File: src/rtl/uart_arb_pkg.sv
// Shared types and helpers for the UART pad arbiter.
// State encoding, idle line level, bit-time and counter width helpers.
package uart_arb_pkg;

  typedef enum logic [1:0] {
    LOADER          = 2'd0,
    DRAIN_TO_CORE   = 2'd1,
    CORE            = 2'd2,
    DRAIN_TO_LOADER = 2'd3
  } arb_state_t;

  localparam logic IDLE_LEVEL = 1'b1;

  function automatic int bit_cycles(
    input int clk_hz,
    input int baud
  );
    return clk_hz / baud;
  endfunction

  function automatic int cnt_width(input int limit);
    return $clog2(limit + 1);
  endfunction

endpackage

File: src/rtl/uart_idle_detect.sv
// Line-idle run counter and drain timeout counter.
// Ports: clk, rst_n, clear, active, line_idle in; done, timeout out.
module uart_idle_detect
  import uart_arb_pkg::*;
#(
  parameter int IDLE_CYCLES = 120,
  parameter int TO_CYCLES   = 320
) (
  input  logic clk,
  input  logic rst_n,
  input  logic clear,
  input  logic active,
  input  logic line_idle,
  output logic done,
  output logic timeout
);

  localparam int IW = cnt_width(IDLE_CYCLES);
  localparam int TW = cnt_width(TO_CYCLES);

  localparam logic [IW-1:0] IDLE_MAX  = IW'(IDLE_CYCLES);
  localparam logic [IW-1:0] IDLE_LAST = IW'(IDLE_CYCLES - 1);
  localparam logic [TW-1:0] TO_MAX    = TW'(TO_CYCLES);
  localparam logic [TW-1:0] TO_LAST   = TW'(TO_CYCLES - 1);

  logic [IW-1:0] idle_cnt;
  logic [TW-1:0] to_cnt;

  always_ff @(posedge clk or negedge rst_n) begin
    if (!rst_n) begin
      idle_cnt <= '0;
    end else if (clear) begin
      idle_cnt <= '0;
    end else if (active) begin
      if (!line_idle) begin
        idle_cnt <= '0;
      end else if (idle_cnt != IDLE_MAX) begin
        idle_cnt <= idle_cnt + IW'(1);
      end
    end
  end

  always_ff @(posedge clk or negedge rst_n) begin
    if (!rst_n) begin
      to_cnt <= '0;
    end else if (clear) begin
      to_cnt <= '0;
    end else if (active && to_cnt != TO_MAX) begin
      to_cnt <= to_cnt + TW'(1);
    end
  end

  // Counts hold cycles already seen, so the limit is hit on the
  // cycle that would make the count reach the full length.
  assign done    = active && line_idle &&
                   (idle_cnt == IDLE_LAST);
  assign timeout = active && (to_cnt == TO_LAST);

endmodule

File: src/rtl/uart_port_arbiter.sv
// Shares the UART pads between the boot loader and the core UART.
// Ports: pads, loader/core RX+TX, fetch enable, owner/status flags.
module uart_port_arbiter
  import uart_arb_pkg::*;
#(
  parameter int CLK_FREQ_HZ        = 50000000,
  parameter int BAUD               = 115200,
  parameter int IDLE_BITS          = 12,
  parameter int DRAIN_TIMEOUT_BITS = 256
) (
  input  logic clk,
  input  logic rst_n,
  input  logic sel_req_i,
  input  logic uart_rx_i,
  output logic uart_tx_o,
  output logic loader_rxd_o,
  input  logic loader_txd_i,
  output logic core_rx_o,
  input  logic core_tx_i,
  output logic fetch_enable_o,
  output logic owner_o,
  output logic switching_o,
  output logic forced_switch_o
);

  localparam int BIT_CYCLES  = bit_cycles(CLK_FREQ_HZ, BAUD);
  localparam int IDLE_CYCLES = IDLE_BITS * BIT_CYCLES;
  localparam int TO_CYCLES   = DRAIN_TIMEOUT_BITS * BIT_CYCLES;

  generate
    if (BIT_CYCLES < 4) begin : g_bad_baud
      $error("uart_port_arbiter: BIT_CYCLES below 4");
    end
  endgenerate

  logic sel_meta;
  logic sel_sync;
  logic rx_meta;
  logic rx_sync;

  always_ff @(posedge clk or negedge rst_n) begin
    if (!rst_n) begin
      sel_meta <= 1'b0;
      sel_sync <= 1'b0;
      rx_meta  <= IDLE_LEVEL;
      rx_sync  <= IDLE_LEVEL;
    end else begin
      sel_meta <= sel_req_i;
      sel_sync <= sel_meta;
      rx_meta  <= uart_rx_i;
      rx_sync  <= rx_meta;
    end
  end

  arb_state_t state;
  arb_state_t state_next;
  logic       forced_next;
  logic       drain;
  logic       old_tx;
  logic       line_idle;
  logic       cnt_clear;
  logic       idle_done;
  logic       drain_to;
  logic       core_side;

  assign drain = (state == DRAIN_TO_CORE) ||
                 (state == DRAIN_TO_LOADER);

  // The side giving up the pads must be quiet, not the new one.
  assign old_tx = (state == DRAIN_TO_LOADER) ?
                  core_tx_i : loader_txd_i;

  assign line_idle = (old_tx == IDLE_LEVEL) &&
                     (rx_sync == IDLE_LEVEL);

  assign cnt_clear = (state_next != state);

  uart_idle_detect #(
    .IDLE_CYCLES (IDLE_CYCLES),
    .TO_CYCLES   (TO_CYCLES)
  ) u_idle (
    .clk       (clk),
    .rst_n     (rst_n),
    .clear     (cnt_clear),
    .active    (drain),
    .line_idle (line_idle),
    .done      (idle_done),
    .timeout   (drain_to)
  );

  always_ff @(posedge clk or negedge rst_n) begin
    if (!rst_n) begin
      state <= LOADER;
    end else begin
      state <= state_next;
    end
  end

  // Abort is tested first, then idle completion, then timeout.
  always_comb begin
    state_next  = state;
    forced_next = 1'b0;
    unique case (state)
      LOADER: begin
        if (sel_sync) state_next = DRAIN_TO_CORE;
      end
      DRAIN_TO_CORE: begin
        if (!sel_sync) begin
          state_next = LOADER;
        end else if (idle_done) begin
          state_next = CORE;
        end else if (drain_to) begin
          state_next  = CORE;
          forced_next = 1'b1;
        end
      end
      CORE: begin
        if (!sel_sync) state_next = DRAIN_TO_LOADER;
      end
      DRAIN_TO_LOADER: begin
        if (sel_sync) begin
          state_next = CORE;
        end else if (idle_done) begin
          state_next = LOADER;
        end else if (drain_to) begin
          state_next  = LOADER;
          forced_next = 1'b1;
        end
      end
      default: begin
        state_next = LOADER;
      end
    endcase
  end

  // Outputs register the next state so they change with the state.
  assign core_side = (state_next == CORE) ||
                     (state_next == DRAIN_TO_LOADER);

  always_ff @(posedge clk or negedge rst_n) begin
    if (!rst_n) begin
      uart_tx_o       <= IDLE_LEVEL;
      loader_rxd_o    <= IDLE_LEVEL;
      core_rx_o       <= IDLE_LEVEL;
      fetch_enable_o  <= 1'b0;
      owner_o         <= 1'b0;
      switching_o     <= 1'b0;
      forced_switch_o <= 1'b0;
    end else begin
      uart_tx_o       <= core_side ? core_tx_i : loader_txd_i;
      loader_rxd_o    <= core_side ? IDLE_LEVEL : rx_sync;
      core_rx_o       <= core_side ? rx_sync : IDLE_LEVEL;
      fetch_enable_o  <= (state_next == CORE);
      owner_o         <= core_side;
      switching_o     <= (state_next == DRAIN_TO_CORE) ||
                         (state_next == DRAIN_TO_LOADER);
      forced_switch_o <= forced_next;
    end
  end

endmodule

File: config.mk
export PLATFORM = sky130hd
export DESIGN_NAME = uart_port_arbiter
export DESIGN_NICKNAME = d
export VERILOG_FILES = /design/src/rtl/uart_arb_pkg.sv /design/src/rtl/uart_idle_detect.sv /design/src/rtl/uart_port_arbiter.sv
export SDC_FILE = /design/constraint.sdc
export NUM_CORES = 1
export LEC_CHECK = 0
export CAP_MARGIN = 20
export CORE_AREA = 3 3 76 64
export CTS_CLUSTER_DIAMETER = 60
export DETAILED_ROUTE_END_ITERATION = 10
export DIE_AREA = 0 0 79 67
export PLACE_DENSITY = 0.72
export SYNTH_ARGS = -nofsm -noshare
export SYNTH_HDL_FRONTEND = slang
export SYNTH_HIERARCHICAL = 1
export SYNTH_SLANG_ARGS = --single-unit
File: constraint.sdc
create_clock -name clk -period 3.52 [get_ports clk]
set_input_delay 0.528 -clock clk [delete_from_list [all_inputs] [get_ports clk]]
set_output_delay 0.528 -clock clk [all_outputs]
set_load 0.02 [all_outputs]
# After elaboration in Yosys (flattened, before gate mapping)
# Index checks and enable logic that the tools add are counted.
dict set report classes {
  mux 24
  add_sub_neg 2
  reduce_logical 12
  n_eq_ne 12
}
# operator count
set op_table {}
lappend op_table {{$mux 13} 4}
lappend op_table {{$mux 17} 2}
lappend op_table {{$add 17x1->17 const B} 1}
lappend op_table {{$eq 17x17->1 const B} 1}
lappend op_table {{$ne 17x17->1 const B} 1}
lappend op_table {{$mux 2} 8}
lappend op_table {{$add 13x1->13 const B} 1}
lappend op_table {{$eq 13x13->1 const B} 1}
lappend op_table {{$ne 13x13->1 const B} 1}
lappend op_table {{$eq 2x2->1 const B} 4}
lappend op_table {{$mux 1} 8}
lappend op_table {{$pmux 2 s4} 1}
lappend op_table {{$logic_and 1x1->1} 5}
lappend op_table {{$eq 2x1->1 const B} 2}
lappend op_table {{$reduce_bool 2->1} 2}
lappend op_table {{$logic_or 1x1->1} 3}
lappend op_table {{$ne 3x3->1 const B} 1}
lappend op_table {{$logic_not 2->1} 1}
lappend op_table {{$ne 2x2->1} 1}
lappend op_table {{$pmux 1 s2} 1}
lappend op_table {{$reduce_and 2->1} 1}
dict set report word_totals {
  out_inout_bits 7
  word_cells 64
  reg_bits 43
}

# Longest topological paths before layout
# Gate-level depths: netlist of the first run.
dict set report depth {
  ltp_word 11
  depth_mapped 13
}

# Modules after synthesis
# The synthesis of the first run kept the hierarchy.
# mod seq_area_each_um2 instances cells_each area_per_inst_um2
set modules_own_cells {}
lappend modules_own_cells {uart_idle_detect 750.7 1 197 1818.0}
lappend modules_own_cells {uart_port_arbiter 306.5 1 32 435.4}

# Worst setup path before layout of the first run
# No wires, ideal clock.
dict set report synth_timing {
  path_type {register -> register}
  from {reg switching_o (netlist name)}
  to {reg u_idle.idle_cnt[8]}
  synth_period_minus_slack_ns 2.791
  path_slack_ns 0.729
  path_buffers 1
  t_required_ns 3.387
  setup_ns 0.133
  t_arrival_ns 2.658
  stages_incl_launch_ff 14
  cell_sequence {dfrtp_1 nand2_1 nand2_1 a21boi_0 nand4b_1 nor3_1 and4b_1 nand3b_1 o22a_1 nand2b_1 clkbuf_1 a41oi_1 o31ai_1 o41ai_1}
}
# element line_no
set synth_lines {}
lappend synth_lines {{end signal, assigned} uart_idle_detect.sv:38} ;# idle_cnt <= idle_cnt + IW'(1);
lappend synth_lines {{end, declared} uart_idle_detect.sv:26} ;# logic [IW-1:0] idle_cnt;

# Worst setup path in the final report of the first run
dict set report layout_timing {
  from {in core_tx_i}
  to {reg u_idle.idle_cnt[10]}
}
dict set report layout_between {
  elab_chain_cells 10
}
# element line_no
set layout_rtl {}
lappend layout_rtl {{start, declared} uart_port_arbiter.sv:19} ;# input logic core_tx_i,
lappend layout_rtl {{$mux 1 (*)} uart_port_arbiter.sv:70} ;# assign old_tx = (state == DRAIN_TO_LOADER) ?
lappend layout_rtl {{$logic_and 1x1->1 (*)} uart_port_arbiter.sv:73} ;# assign line_idle = (old_tx == IDLE_LEVEL) &&
lappend layout_rtl {{net line_idle} uart_port_arbiter.sv:60} ;# logic line_idle;
lappend layout_rtl {{$logic_and 1x1->1 (*) (2 in series)} uart_idle_detect.sv:55} ;# assign done = active && line_idle &&
lappend layout_rtl {{net idle_done} uart_port_arbiter.sv:62} ;# logic idle_done;
lappend layout_rtl {{$mux 2 (on tied branches)} {uart_port_arbiter.sv:123, uart_port_arbiter.sv:110}}
lappend layout_rtl {{$mux 2 (on tied branches)} {uart_port_arbiter.sv:121, uart_port_arbiter.sv:108}}
lappend layout_rtl {{$pmux 2 s4 (*)} uart_port_arbiter.sv:103} ;# unique case (state)
lappend layout_rtl {{$ne 2x2->1 (*)} uart_port_arbiter.sv:76} ;# assign cnt_clear = (state_next != state);
lappend layout_rtl {{net cnt_clear} uart_port_arbiter.sv:61} ;# logic cnt_clear;
lappend layout_rtl {{$ne 3x3->1 (no source line) / $reduce_bool 2->1 (equally long branches)} -}
lappend layout_rtl {{$reduce_and 2->1 (no source line)} -}
# Mark *: on every way through the listed nets, which the timed path passes. The rest lies on a longest branch. The select of a mux whose other input is x is not followed.
# A chain may end at the register's enable or synchronous reset.

==> key figures, run 1 <==
Outcome
  – Status: completed

Timing
  – Worst-Margin Slew: 0.9056 ns
  – Layout Skew: between 0.003 and 0.004 ns
  – RSZ-0062 raised after global routing: false
  – Post-route setup slack: 0.4324 ns
  – Final worst path period share: 87.72%
  – Final Critical Period: 3.088 ns
  – Max Fclk: 323.9 MHz
  – Setup Viol. Count Final: 0
  – Hold Fails Final Rpt: 0
  – Relative max-transition margin: approximately two fifths
  – Max-slew violations: 0
  – Setup_tns: 0 ns
  – Min Hold Slack: ~0.36 ns

CTS
  – H-tree depth: 2
  – Root Buffer: clkbuf_8
  – Worst-skew pair later-pin latency: 0.29 ns
  – CTS tree: yes
  – TritonCTS buffer count: 5
  – Post-CTS setup buffers: 0
  – # hold bufs at CTS: 0
  – Reg clk slew, reported paths: roughly 0.080 ns
  – Clk sinks: between 40 and 50
  – CTS max path bufs: 2
  – Post-cts repair resize count: 0

Detailed routing
  – ANT nets after route: 0
  – Wl on met1: roughly 2200 um
  – TritonRoute pass-1 iters: 4
  – 1st-iter DRT viols: roughly 130
  – Via Count: roughly 1700
  – Final wirelength: between 4000 and 5000 um
  – Residual DRC: 0
  – Top Metal Used: met4
  – Vias/cell: 5.829
  – Metal2 WL: 1851 um
  – Routed WL per cell: 14.50 um
  – DR WL met3: ~230 um

Worst setup path
  – CP Data Required Time: 3.69 ns
  – Crit path arrival time: between 3 and 4 ns
  – Setup slack, reg-to-reg: 0.55 ns
  – Crit path max fanout: 11
  – CP delay by family, top: simple AND/OR/NAND/NOR gates
  – Most frequent cell on the critical path: o31ai_1
  – Worst path slowest cell: clkdlybuf4s50_1
  – Worst stage delay on the critical path: 0.48 ns
  – Endpoint class of the critical path: flop
  – Crit path buf inv count: 1
  – Kind of start point of the critical path: primary input
  – CP Class: in -> reg
  – CP cell instances: clkdlybuf4s50_1 -> nand3_1 -> a21boi_0 -> nand4b_1 -> nor3_1 -> and4b_1 -> nand3b_1 -> o22a_1 -> nand2b_1 -> a31oi_1 -> o31ai_1 -> o31ai_1

Yosys
  – Yosys reg bits: 42
  – Top cells by count, synth: dfrtp_1, nand2_1, nor2_1, inv_1, o31ai_1
  – Synth Area in Adders: 2.221%
  – Mux contribution to synthesized area: 2.554%
  – Post-synth EDFFs: 0
  – Synthesized area: roughly 2300 um2
  – Synth Area in XOR/XNOR: 3.498%
  – Synth top area cells: dfrtp_1, dfstp_2, o31ai_1, xor2_1, nand2_1
  – Ys async rst share: 100.0%
  – Ys Warns: 6
  – Seq/Total Area, Yosys: 46.92%
  – Area leader, netlist: dfrtp_1
  – Synth Area in Simple Gates: 25.49%
  – Mapped Nets: 239
  – Top cell type's share of synthesized area: slightly above 40%
  – Post-Syn Instances: 229
  – Mean post-synth cell area: 9.840 um2
  – Count leader, synth: dfrtp_1
  – Netlist cell types: 52
  – Synth Flop Type: dfrtp_1
  – Post-synthesis compound-gate area fraction: 14.60%
  – Largest family of logic cells by synthesized area: simple AND/OR/NAND/NOR gates

Floorplanning
  – Die Height: 67 um
  – Row count: 21
  – Die width: 79 um
  – Ports: 13
  – Starting density of the core: a little over half
  – CORE AREA: 4151 um2
  – Die ar.: between 5000 and 6000 um2

Min path
  – Hold Path Class: in -> async

Place
  – Area post-placement: around 2400 um2
  – Placed Cells: 290
  – Port buffer count: 12
  – Pre-CTS setup slack: 0.1629 ns
  – Post-DP HPWL: roughly 3000 um
  – Final RePlAce weighted congestion: 0.8217

Pwr
  – Peak VDD IR: 0.2142 mV
  – Pwr Total: approximately 940 uW
  – Leakage: around 1.1 nW
  – PD cells: 370.4 nW/um2

Global route
  – Vias in the first global route: around 1600
  – First-pass GRT wire length: 7707 um
  – Initial antenna violation count: 0
  – Grt total ovfl: 0
  – Largest net degree at the start of global routing: 43
  – Global Route Usage Sum: 18.73%

Final layout
  – Design area: approximately 2500 um2
  – # diodes: 0
  – NumNets Final: between 200 and 300
  – Share of cells above drive strength 1: 10.37%
  – Layout Cells excl Fill: 298
  – Fillers: about 360
  – Final core utilization: 60.94%
  – Area Growth Syn to Fin: 12.27%

Flow run
  – Max-cap violations: 0
## worst register-to-register path, stage by stage, from the launching register on
cell      delay, ns
dfrtp_1        0.42
ha_1           0.23
and2_1         0.26
and4b_1        0.26
nand3b_1       0.18
o22a_1         0.30
or4bb_1        0.54
nor4_2         0.41
o31ai_1        0.17
o31ai_1        0.10
## cell type report
class	instances	area [um2]	area share, %
multi-input cells	161	1090	43.08
flip-flops and latches	42	1057	41.79
repair buffers	17	152.6	6.034
clock buffers	6	72.57	2.868
well taps	57	71.32	2.819
inverters	13	48.80	1.929
clock inverters	2	37.54	1.484
## power by group
group          internal, mW  switching (mW)  total, mW
Combinational        0.0239          0.0402     0.0641
Sequential            0.492         0.00672      0.498
Clock                 0.212           0.163      0.374
## cells by family after synthesis
logic type	count (synthesis)
AND/OR/NAND/NOR	96
AO/OA/AOI/OAI	47
flip-flops	42
buffers and inverters	26
XOR/XNOR	9
multiplexers	5
adder cells (fa/ha/maj)	4
## path summary, 6_finish.rpt
check | cells after the start | end | start
max in group asynchronous | 1 | u_idle/idle_cnt[9]$_DFFE_PN0P_ | rst_n
hold / removal | 1 | u_idle/to_cnt[15]$_DFFE_PN0P_ | rst_n
setup reg to reg | 9 | u_idle/idle_cnt[10]$_DFFE_PN0P_ | u_idle/idle_cnt[0]$_DFFE_PN0P_
hold reg to reg | 0 | sel_sync$_DFF_PN0_ | sel_meta$_DFF_PN0_
setup / recovery | 12 | u_idle/idle_cnt[10]$_DFFE_PN0P_ | core_tx_i
min in group clk | 0 | sel_sync$_DFF_PN0_ | sel_meta$_DFF_PN0_
## metal layers
layer | global-route usage (%) | vias to the layer above
met2 | 28.15 | 43
li1 | - | 855
met5 | 0 | -
met4 | 7.511 | 0
met1 | 26.37 | 834
met3 | 3.919 | 5
## cell usage in the layout, fill, tap and decap left out, types with 5 or more instances in the layout
cell,instances
a21oi_1,10
and4_1,5
buf_4,5
clkbuf_8,5
clkdlybuf4s50_1,11
dfrtp_1,37
dfstp_2,5
inv_1,13
nand2_1,14
nand2b_1,7
nand3_1,10
nand4_1,7
nor2_1,14
o21ai_0,7
o31ai_1,12
or3_1,5
xor2_1,7
## sequential cells by signal, summed over array words and instances (netlist names)
register,count
u_idle/to_cnt,17
u_idle/idle_cnt,13
core_rx_o,1
fetch_enable_o,1
forced_switch_o,1
loader_rxd_o,1
owner_o,1
rx_meta,1
rx_sync,1
sel_meta,1
sel_sync,1
state,1
switching_o,1
uart_tx_o,1
Power figures use the tool's default switching activity.
==> inputs of run 2 (changes only) <==
--- a/config.mk
+++ b/config.mk
@@ -10,7 +10,7 @@
 export CTS_CLUSTER_DIAMETER = 60
 export DETAILED_ROUTE_END_ITERATION = 10
 export DIE_AREA = 0 0 79 67
-export PLACE_DENSITY = 0.72
+export PLACE_DENSITY_LB_ADDON = 0.12
 export SYNTH_ARGS = -nofsm -noshare
 export SYNTH_HDL_FRONTEND = slang
 export SYNTH_HIERARCHICAL = 1
==> run 2 against run 1 <==
Against the previous run:
- worst setup slack better by 0.0082 ns
- critical endpoint is now u_idle/idle_cnt[8]$_DFFE_PN0P_
- cell count unchanged
- flip-flop and latch count unchanged
- register-to-register slack better by 0.02 ns
- clock power up 3%
- global-route usage up 0.65 points
- total power up 1.4%
- wire length up 8.3%
- combinational power up 0.6%
- count of clock-buffer cells in the layout up 1
- non-clock buffer count unchanged
- die area unchanged
- critical path type unchanged
==> key figures, run 2 (synthesis results as in run 1) <==
Final layout
  – Footprint of the multi-input gates: 1090 um2
  – Fillers: 364
  – Top flop regs: u_idle/to_cnt x17, u_idle/idle_cnt x13
  – Leading cell type in the layout, fill and taps excluded: dfrtp_1
  – # diodes: 0
  – Reg area: 1057 um2
  – Most frequent cells in the layout: dfrtp_1, nor2_1, nand2_1, inv_1, o31ai_1
  – NumNets Final: between 200 and 300
  – Area Growth Syn to Fin: 12.55%
  – Max reg flops: 17
  – Design area: 2536 um2
  – Share of cells above drive strength 1: 10.37%
  – Top reg by flops: u_idle/to_cnt

Worst setup path
  – CP Class: in -> reg
  – Reg2reg path depth: 9
  – CP Data Required Time: 3.68 ns
  – Crit path buf inv count: 1
  – Worst path slowest cell: clkdlybuf4s50_1
  – CP cell instances: clkdlybuf4s50_1 -> nand3_1 -> a21boi_0 -> nand4b_1 -> nor3_1 -> and4b_1 -> nand3b_1 -> o22a_1 -> nand2b_1 -> a41oi_1 -> o31ai_1 -> o41ai_1
  – Critical path depth in cells: 12
  – Kind of start point of the critical path: primary input
  – CP delay by family, top: simple AND/OR/NAND/NOR gates
  – Crit path max fanout: 11
  – Worst stage delay on the critical path: 0.47 ns
  – Endpoint class of the critical path: flop
  – Crit path arrival time: 3.24 ns

Detailed routing
  – Wl on met1: between 2000 and 2500 um
  – TritonRoute pass-1 iters: 4
  – 1st-iter DRT viols: 113
  – Metal2 WL: 2106 um
  – Final wirelength: 4678 um
  – Top Metal Used: met4
  – Residual DRC: 0
  – Via Count: 1773
  – DR WL met3: 274 um
  – Vias/cell: 5.950
  – ANT nets after route: 0
  – Routed WL per cell: 15.70 um

Place
  – Final RePlAce weighted congestion: 0.8742
  – Area post-placement: 2420 um2
  – Post-DP HPWL: 3274 um
  – Port buffer count: 12

CTS
  – Clk sinks: 42
  – Root Buffer: clkbuf_8
  – # hold bufs at CTS: 0
  – Post-CTS setup buffers: 0
  – Post-cts repair resize count: 0
  – CTS max path bufs: 2
  – H-tree depth: 2
  – CTS tree: yes
  – Worst-skew pair later-pin latency: 0.29 ns
  – Reg clk slew, reported paths: 0.07 ns
  – TritonCTS buffer count: 5

Global route
  – Initial antenna violation count: 0
  – First-pass GRT wire length: 7941 um
  – Vias in the first global route: 1733
  – Largest net degree at the start of global routing: 43
  – Grt total ovfl: 0
  – Global Route Usage Sum: 19.37%

Timing
  – Final worst path period share: 87.48%
  – RSZ-0062 raised after global routing: false
  – Final Critical Period: 3.079 ns
  – Worst-Margin Slew: ~0.9 ns
  – Setup_tns: 0 ns
  – Max Fclk: between 300 and 400 MHz
  – Relative max-transition margin: between 30% and 40%
  – Hold Fails Final Rpt: 0
  – Setup Viol. Count Final: 0
  – Max-slew violations: 0
  – Layout Skew: 0.005716 ns

Floorplanning
  – Ports: 13
  – Die Height: 67 um
  – CORE AREA: 4151 um2
  – Row count: 21
  – Die ar.: around 5300 um2
  – Starting density of the core: 54.28%
  – Die width: around 80 um

Pwr
  – PD cells: between 300 and 400 nW/um2
  – Peak VDD IR: around 0.18 mV
  – Leakage: 1.064 nW

Min path
  – Hold Path Class: in -> async

Flow run
  – Max-cap violations: 0

Outcome
  – Status: completed
[run 2: changes by cell type in the layout (fill, tap and decap cells not counted)]
cell,change
clkbuf_8,+1
clkinvlp_4,-1
[run 2: final cells by class]
cell class              count  area share (%)
flip-flops and latches     42           41.69
multi-input cells         161           42.97
inverters                  13           1.924
clock buffers               7           3.404
repair buffers             17           6.019
clock inverters             1           1.184
well taps                  57           2.812
[run 2: worst paths after layout]
| check | from | to | slack [ns] |
|---|---|---|---|
| setup / recovery | core_tx_i | u_idle/idle_cnt[8]$_DFFE_PN0P_ | 0.44 |
| hold / removal | rst_n | state[1]$_DFF_PN0_ | 0.37 |
| setup reg to reg | u_idle/idle_cnt[0]$_DFFE_PN0P_ | u_idle/idle_cnt[8]$_DFFE_PN0P_ | 0.57 |
| hold reg to reg | rx_meta$_DFF_PN1_ | rx_sync$_DFF_PN1_ | 0.37 |
| max in group asynchronous | rst_n | u_idle/to_cnt[7]$_DFFE_PN0P_ | 2.58 |
| min in group clk | rx_meta$_DFF_PN1_ | rx_sync$_DFF_PN1_ | 0.37 |
[run 2: worst reg2reg max path: stages (launching register included)]
cell,delay [ns]
dfrtp_1,0.42
ha_1,0.25
and2_1,0.26
and4b_1,0.28
nand3b_1,0.19
o22a_1,0.29
or4bb_1,0.54
nor4_2,0.37
o31ai_1,0.16
o41ai_1,0.08
[run 2: stage by stage]
step	setup slack, ns	instances	utilization (%)	power (mW)	hold slack [ns]
2_1_floorplan	0.7292	229	-	0.5423	0.2324
3_3_place_gp	0.3055	290	58.29	0.5698	0.3450
3_5_place_dp	0.1615	290	58.29	0.5728	0.3509
4_1_cts	0.4626	298	61.09	0.9634	0.3669
5_1_grt	0.1668	298	61.09	0.9945	0.3712
6_report	0.4407	298	61.09	0.9501	0.3657
[run 2: layer usage]
metal,global-route usage [%],vias up
met1,25.98,866
met5,0,-
met4,7.296,0
li1,-,854
met3,4.595,5
met2,30.46,48
[run 2: power by group]
group / total [mW] / switching [mW] / internal (mW) / leakage (nW)
Combinational: 0.0645 / 0.0407 / 0.0238 / 0.445
Clock: 0.387 / 0.155 / 0.231 / 0.0585
Sequential: 0.499 / 0.00718 / 0.492 / 0.561
